`src/rtl/rst_sequencer.sv`:
```
// rtl/rst_sequencer.sv - ordered SoC reset release: bus/peripherals, then core, then fetch enable
module rst_sequencer #(
   parameter int SYNC_STAGES = 2,
   parameter int LOCK_STABLE = 16,
   parameter int SYS_HOLD    = 32,
   parameter int CORE_DELAY  = 8,
   parameter int FETCH_DELAY = 4
) (
   input  logic       clk,
   input  logic       rst,
   input  logic       pll_locked_i,
   input  logic       sw_rst_req_i,
   output logic       rst_sys_n_o,
   output logic       rst_core_n_o,
   output logic       fetch_enable_o,
   output logic [1:0] rst_cause_o
);

   localparam int MAX_A = (LOCK_STABLE > SYS_HOLD) ? LOCK_STABLE : SYS_HOLD;
   localparam int MAX_B = (CORE_DELAY > FETCH_DELAY) ? CORE_DELAY : FETCH_DELAY;
   localparam int MAX_P = (MAX_A > MAX_B) ? MAX_A : MAX_B;
   localparam int CW    = $clog2(MAX_P + 1);

   localparam logic [CW-1:0] LOAD_LOCK  = CW'(LOCK_STABLE - 1);
   localparam logic [CW-1:0] LOAD_SYS   = CW'(SYS_HOLD - 1);
   localparam logic [CW-1:0] LOAD_CORE  = CW'(CORE_DELAY - 1);
   localparam logic [CW-1:0] LOAD_FETCH = CW'(FETCH_DELAY - 1);

   localparam logic [1:0] CAUSE_PAD  = 2'b00;
   localparam logic [1:0] CAUSE_LOCK = 2'b01;
   localparam logic [1:0] CAUSE_SW   = 2'b10;

   typedef enum logic [2:0] {
      WAIT_LOCK,
      HOLD_SYS,
      HOLD_CORE,
      FETCH_WAIT,
      RUN
   } state_t;

   state_t                 state_q, state_d;
   logic [CW-1:0]          cnt_q, cnt_d;
   logic [SYNC_STAGES-1:0] sync_q, sync_d;
   logic [1:0]             cause_q, cause_d;
   logic                   sys_n_q, sys_n_d;
   logic                   core_n_q, core_n_d;
   logic                   fetch_q, fetch_d;
   logic                   lock_s;

   assign lock_s = sync_q[SYNC_STAGES-1];

   // The counter holds "cycles remaining minus one"; expiry is cnt_q == 0.
   // Clearing it on reset is safe because lock_s is forced low for the first
   // SYNC_STAGES edges, which reloads it before any counting starts.
   always_comb begin
      sync_d  = {sync_q[SYNC_STAGES-2:0], pll_locked_i};
      state_d = state_q;
      cnt_d   = cnt_q;
      cause_d = cause_q;
      case (state_q)
         WAIT_LOCK: begin
            if (!lock_s) begin
               cnt_d = LOAD_LOCK;
            end else if (cnt_q == '0) begin
               state_d = HOLD_SYS;
               cnt_d   = LOAD_SYS;
            end else begin
               cnt_d = cnt_q - CW'(1);
            end
         end
         default: begin
            if (!lock_s) begin
               state_d = WAIT_LOCK;
               cnt_d   = LOAD_LOCK;
               cause_d = CAUSE_LOCK;
            end else if (state_q == RUN) begin
               if (sw_rst_req_i) begin
                  state_d = HOLD_SYS;
                  cnt_d   = LOAD_SYS;
                  cause_d = CAUSE_SW;
               end
            end else if (cnt_q == '0) begin
               case (state_q)
                  HOLD_SYS: begin
                     state_d = HOLD_CORE;
                     cnt_d   = LOAD_CORE;
                  end
                  HOLD_CORE: begin
                     state_d = FETCH_WAIT;
                     cnt_d   = LOAD_FETCH;
                  end
                  default: begin
                     state_d = RUN;
                     cnt_d   = '0;
                  end
               endcase
            end else begin
               cnt_d = cnt_q - CW'(1);
            end
         end
      endcase
      sys_n_d  = (state_d == HOLD_CORE) || (state_d == FETCH_WAIT) || (state_d == RUN);
      core_n_d = (state_d == FETCH_WAIT) || (state_d == RUN);
      fetch_d  = (state_d == RUN);
   end

   always_ff @(posedge clk or posedge rst) begin
      if (rst) begin
         state_q  <= WAIT_LOCK;
         cnt_q    <= '0;
         sync_q   <= '0;
         cause_q  <= CAUSE_PAD;
         sys_n_q  <= 1'b0;
         core_n_q <= 1'b0;
         fetch_q  <= 1'b0;
      end else begin
         state_q  <= state_d;
         cnt_q    <= cnt_d;
         sync_q   <= sync_d;
         cause_q  <= cause_d;
         sys_n_q  <= sys_n_d;
         core_n_q <= core_n_d;
         fetch_q  <= fetch_d;
      end
   end

   assign rst_sys_n_o    = sys_n_q;
   assign rst_core_n_o   = core_n_q;
   assign fetch_enable_o = fetch_q;
   assign rst_cause_o    = cause_q;

endmodule

```
`config.mk`:
```
export PLATFORM = sky130hd
export DESIGN_NAME = rst_sequencer
export DESIGN_NICKNAME = d
export VERILOG_FILES = /design/src/rtl/rst_sequencer.sv
export SDC_FILE = /design/constraint.sdc
export NUM_CORES = 1
export LEC_CHECK = 0
export CORE_ASPECT_RATIO = 1.2
export CORE_UTILIZATION = 25
export CTS_CLUSTER_DIAMETER = 150
export DETAILED_ROUTE_END_ITERATION = 16
export GPL_TIMING_DRIVEN = 0
export PLACE_DENSITY = 0.44
export RECOVER_POWER = 25
export SLEW_MARGIN = 20
export SYNTH_ARGS = -nofsm -noshare
export SYNTH_HDL_FRONTEND = slang
export SYNTH_SLANG_ARGS = --single-unit
```
`constraint.sdc`:
```
create_clock -name clk -period 2.4 [get_ports clk]
set_input_delay 0.36 -clock clk [delete_from_list [all_inputs] [get_ports clk]]
set_output_delay 0.36 -clock clk [all_outputs]
set_load 0.01 [all_outputs]
```
== After elaboration in Yosys (flattened, before gate mapping) ==
Cells that the tools add are included.

* Equality and inequality tests: 9
* Add/subtract/negate cells: 1
* Reductions and logical operators: 6
* Mux-type cells: 19
* Bitwise operators: 1

{| class="wikitable"
|+ Operator list
! kind !! count
|-
| $mux W6 || 7
|-
| $mux W3 || 7
|-
| $pmux W3 S2 || 2
|-
| $eq A3 B2 Y1 const B || 3
|-
| $eq A3 B3 Y1 const B || 2
|-
| $logic_not A6 Y1 || 1
|-
| $mux W2 || 3
|-
| $sub A6 B1 Y6 const B || 1
|-
| $ne A4 B3 Y1 const B || 1
|-
| $eq A3 B1 Y1 const B || 1
|-
| $logic_not A3 Y1 || 1
|-
| $logic_or A1 B1 Y1 || 3
|-
| $reduce_and A3 Y1 || 1
|-
| $ne A2 B1 Y1 const B || 1
|-
| $ne A2 B2 Y1 const B || 1
|-
| $not A1 Y1 || 1
|}

* Output and inout port bits: 5
* Register bits after elaboration: 16

== Logic depth before layout (Yosys ltp) ==
* Word-level depth: 9
* Gate-level depth with buffers: 7
* Depth with buffers taken out: 6

== Least setup slack after synthesis ==
Ideal clock, no wire load.

* Path type: register to register
* From: reg cnt_q[0]
* To: reg state_q[1]
* Clock period less this slack: 1.701 ns
* Data arrival time: 1.619 ns
* Setup slack: 0.699 ns
* Library setup time: 0.082 ns
* Cell stages (with the launch flop): 7
* Path through: dfrtp_1 > inv_1 > ha_1 > nor3b_4 > nand2_2 > or4b_1 > a31oi_1

* Cells in the longest elaborated chain, start to end: 5

{| class="wikitable"
|+ RTL lines
! element !! RTL line !! RTL
|-
| start: declaration || 42 || <nowiki>logic [CW-1:0] cnt_q, cnt_d;</nowiki>
|-
| start signal: assignment || 118 || <nowiki>cnt_q <= cnt_d;</nowiki>
|-
| $logic_not A6 Y1 (*) || 64, 82 ||
|-
| $mux W3 || 82 || <nowiki>end else if (cnt_q == '0) begin</nowiki>
|-
| $mux W3 || 76 || <nowiki>end else if (state_q == RUN) begin</nowiki>
|-
| $mux W3 || 72 || <nowiki>if (!lock_s) begin</nowiki>
|-
| $mux W3 (*) || 60 || <nowiki>case (state_q)</nowiki>
|-
| named net state_d[1] || 41 || <nowiki>state_t state_q, state_d;</nowiki>
|-
| end signal: assignment || 117 || <nowiki>state_q <= state_d;</nowiki>
|-
| end: declaration || 41 ||
|}

The timed path passes the listed nets; every way through them passes the cells marked *.
A chain may end at the register's enable or synchronous reset.

== Worst setup path in the final report ==
* From: in sw_rst_req_i
* To: reg cnt_q[3]

* Cells in the longest elaborated chain, start to end: 1

{| class="wikitable"
|+ RTL lines
! element !! RTL line !! RTL
|-
| start: declaration || 12 || <nowiki>input logic sw_rst_req_i,</nowiki>
|-
| $ne A4 B3 Y1 (no source line) || n/a ||
|}

No other way between the ends.

==> results.json <==
{
  "critPathCaptureType": "flop",
  "grt_overflow": 0,
  "cts_buffer_depth": 2,
  "max_freq_ghz": 0.456,
  "placed_area_um2": 972,
  "fillCellCount": 351,
  "cp-endpoint": "cnt_q[3]",
  "syn_area_per_cell_um2": 9.11,
  "clk_latency_ps": 280,
  "cts.reportedPaths.clkPinSlew_ps": 90,
  "max_slew.worst_pin.slew_ps": 1110,
  "power_density_mw_per_mm2": 451,
  "rr_startpoint": "state_q[1]",
  "dieArea_mm2": 0.00363,
  "worst-r2r-setup-slack_ps": 310,
  "timing.slew.headroom_pct": 24.8,
  "fp-row-count": 22,
  "synth.top_cell.area_share_pct": 47.3,
  "grt_max_degree": 17,
  "die_h_um": 65.8,
  "hold_ws_ps": 355,
  "fin_worst_skew_ps": 2.52,
  "yosysMostFrequentCell": "dfrtp_1",
  "place_hpwl_um": 1390,
  "gr-usage-all-layers_pct": 13.2,
  "crit_type": "in2reg",
  "h-tree-depth": 1,
  "finalSetupTns_ps": 0,
  "cts_tree": "built",
  "multi_input_area_um2": 404,
  "cp_max_fo": 5,
  "die_w_um": 55.1,
  "required_ps": 2570,
  "synthDominantAreaCellType": "dfrtp_1",
  "place.gp.congestion": 0.714,
  "synthesis.nets": 98,
  "crit_start": "sw_rst_req_i",
  "drv_slew": 0,
  "numClockSinks": 16,
  "ir_drop_uv": 203,
  "layout_min_cycle_time_ps": 2190,
  "finalHoldViolations": 0,
  "post-cts-setup-buffer-count": 0,
  "p_leak_nw": 0.412,
  "synth_common_cells": "dfrtp_1 (16), nor2_1 (11), nand2_1 (9), nor3_1 (7)",
  "fin_area_um2": 995,
  "yosysUniqueCellTypes": 29,
  "synth_seq_area_share_pct": 47.3,
  "worstPathArrival_ps": 2360,
  "drt_iter0_markers": 12,
  "dr_total_vias": 703,
  "antenna_found_initial": 0,
  "synth_ff_type": "dfrtp_1",
  "netlist_instances": 93,
  "final-seq-area_um2": 400,
  "core_mm2": 0.00314,
  "cts_resized": 0,
  "grt_pass1_vias": 681,
  "final_cells": 140,
  "finalCritPeriodShare_pct": 91.4,
  "synth_edf_count": 0,
  "synth_seq_cells": 16,
  "routed_wl_um": 1920,
  "synth_area_leaders": "dfrtp_1 (47%), nor2_1 (4.9%), nor3_1 (4.1%)",
  "synth-warning-count": 0,
  "detail-route-antenna-nets": 0,
  "rsz0062_at_grt": "false",
  "antenna_cells": 0,
  "run_status": "completed",
  "start_util_pct": 27.0,
  "worstSetupStartpointType": "input pin",
  "io_buffers": 8,
  "fin_nets": 111,
  "drc": 0,
  "cts_root_buf": "clkbuf_4",
  "async_reset_ff_share_pct": 100,
  "drive_gt1_share_pct": 8.65,
  "first_pass_iters": 3,
  "area.growth.synth_to_final_pct": 17.4,
  "cts_buffers": 3,
  "synth_area_um2": 847,
  "routed_via_density": 5.02,
  "grt_pass1_wl_um": 3380,
  "hp-class": "reg2reg",
  "setup_violations": 0,
  "avgRoutedWirePerCell_um": 13.7,
  "holdBufCountCts": 0,
  "dpl.cell_count": 137,
  "maxCapViolations": 0,
  "io_pins": 9,
  "r2r-end": "cnt_q[3]",
  "reg2reg_depth": 4
}
power breakdown:
group / internal (mW) / switching [mW] / leakage (nW) / total, mW
clock network: 0.0582 / 0.0823 / 0.0138 / 0.140
logic: 0.0119 / 0.0159 / 0.202 / 0.0278
registers: 0.275 / 0.00529 / 0.196 / 0.280
total: 0.345 / 0.104 / 0.412 / 0.448
cell type report:
| class | instances | area share, % |
|---|---|---|
| buffer | 5 | 2.01 |
| clock buffer | 3 | 2.26 |
| inverter | 6 | 2.26 |
| multi-input combinational | 66 | 40.6 |
| sequential | 16 | 40.3 |
| tap | 36 | 4.53 |
| timing repair buffer | 8 | 8.05 |
per-stage QoR:
stage	utilization, %	total power [mW]	worst slack (ps)
after floorplan	-	0.302	699
after CTS	31.7	0.458	241
after global routing	31.7	0.479	150
final	31.7	0.448	207
after detailed placement	31.0	0.315	-64.3
after global placement	31.0	0.315	-137
how the worst min path moves through the flow:
stage               from   endpoint  slack [ps]  cells after the start
6_report       sync_q[0]  sync_q[1]         360                      0
4_1_cts        sync_q[0]  sync_q[1]         360                      0
2_1_floorplan        rst   cnt_q[0]         270                      1
3_5_place_dp   sync_q[0]  sync_q[1]         340                      0
3_3_place_gp   sync_q[0]  sync_q[1]         330                      0
5_1_grt        sync_q[0]  sync_q[1]         370                      0
worst max-delay path, cell delays in order:
cell,delay (ps)
clkdlybuf4s50_1,470
nor4b_1,930
nand2_1,260
a21bo_2,250
o311ai_0,90
placed cells by master (no fill, tap or decap):
master,count
a211o_2,1
a211oi_1,1
a21bo_2,1
a21boi_0,1
a21oi_1,6
a31oi_1,1
and2_1,1
and2_2,1
buf_2,1
clkbuf_1,4
clkbuf_4,3
clkdlybuf4s50_1,6
dfrtp_1,16
dlygate4sd3_1,2
ha_1,1
inv_1,6
mux2i_1,2
nand2_1,9
nand2_2,1
nor2_1,11
nor2b_1,1
nor3_1,7
nor3b_1,2
nor3b_4,1
nor4_1,2
nor4b_1,1
o21a_1,1
o21ai_0,6
o22a_1,2
o311ai_0,2
o31a_1,3
or4b_1,1
metal layers:
| metal | vias up | part of all wire, % | track usage [%] |
|---|---|---|---|
| met5 | - | 0 | 0 |
| met4 | 0 | 0.94 | 5.63 |
| met3 | 2 | 2.2 | 2.78 |
| met2 | 6 | 49 | 20.3 |
| met1 | 340 | 48 | 17.2 |
| li1 | 355 | - | - |
cells by family (layout without fill, tap and decap cells):
kind of cell	Yosys count	in the layout	synth area share, %
fa+ha+maj	1	1	1.48
flops	16	16	47.3
mux	2	2	2.36
simple gates	38	38	23.8
compound gates	25	25	20.1
buf+inv	11	22	5.02
state kept, by name, summed over array words and instances, names as in the netlist:
signal,flops
state_q,3
sync_q,2
cnt_q,6
rst_cause_o,2
rst_sys_n_o,1
rst_core_n_o,1
fetch_enable_o,1
Power figures use the tool's default switching activity.
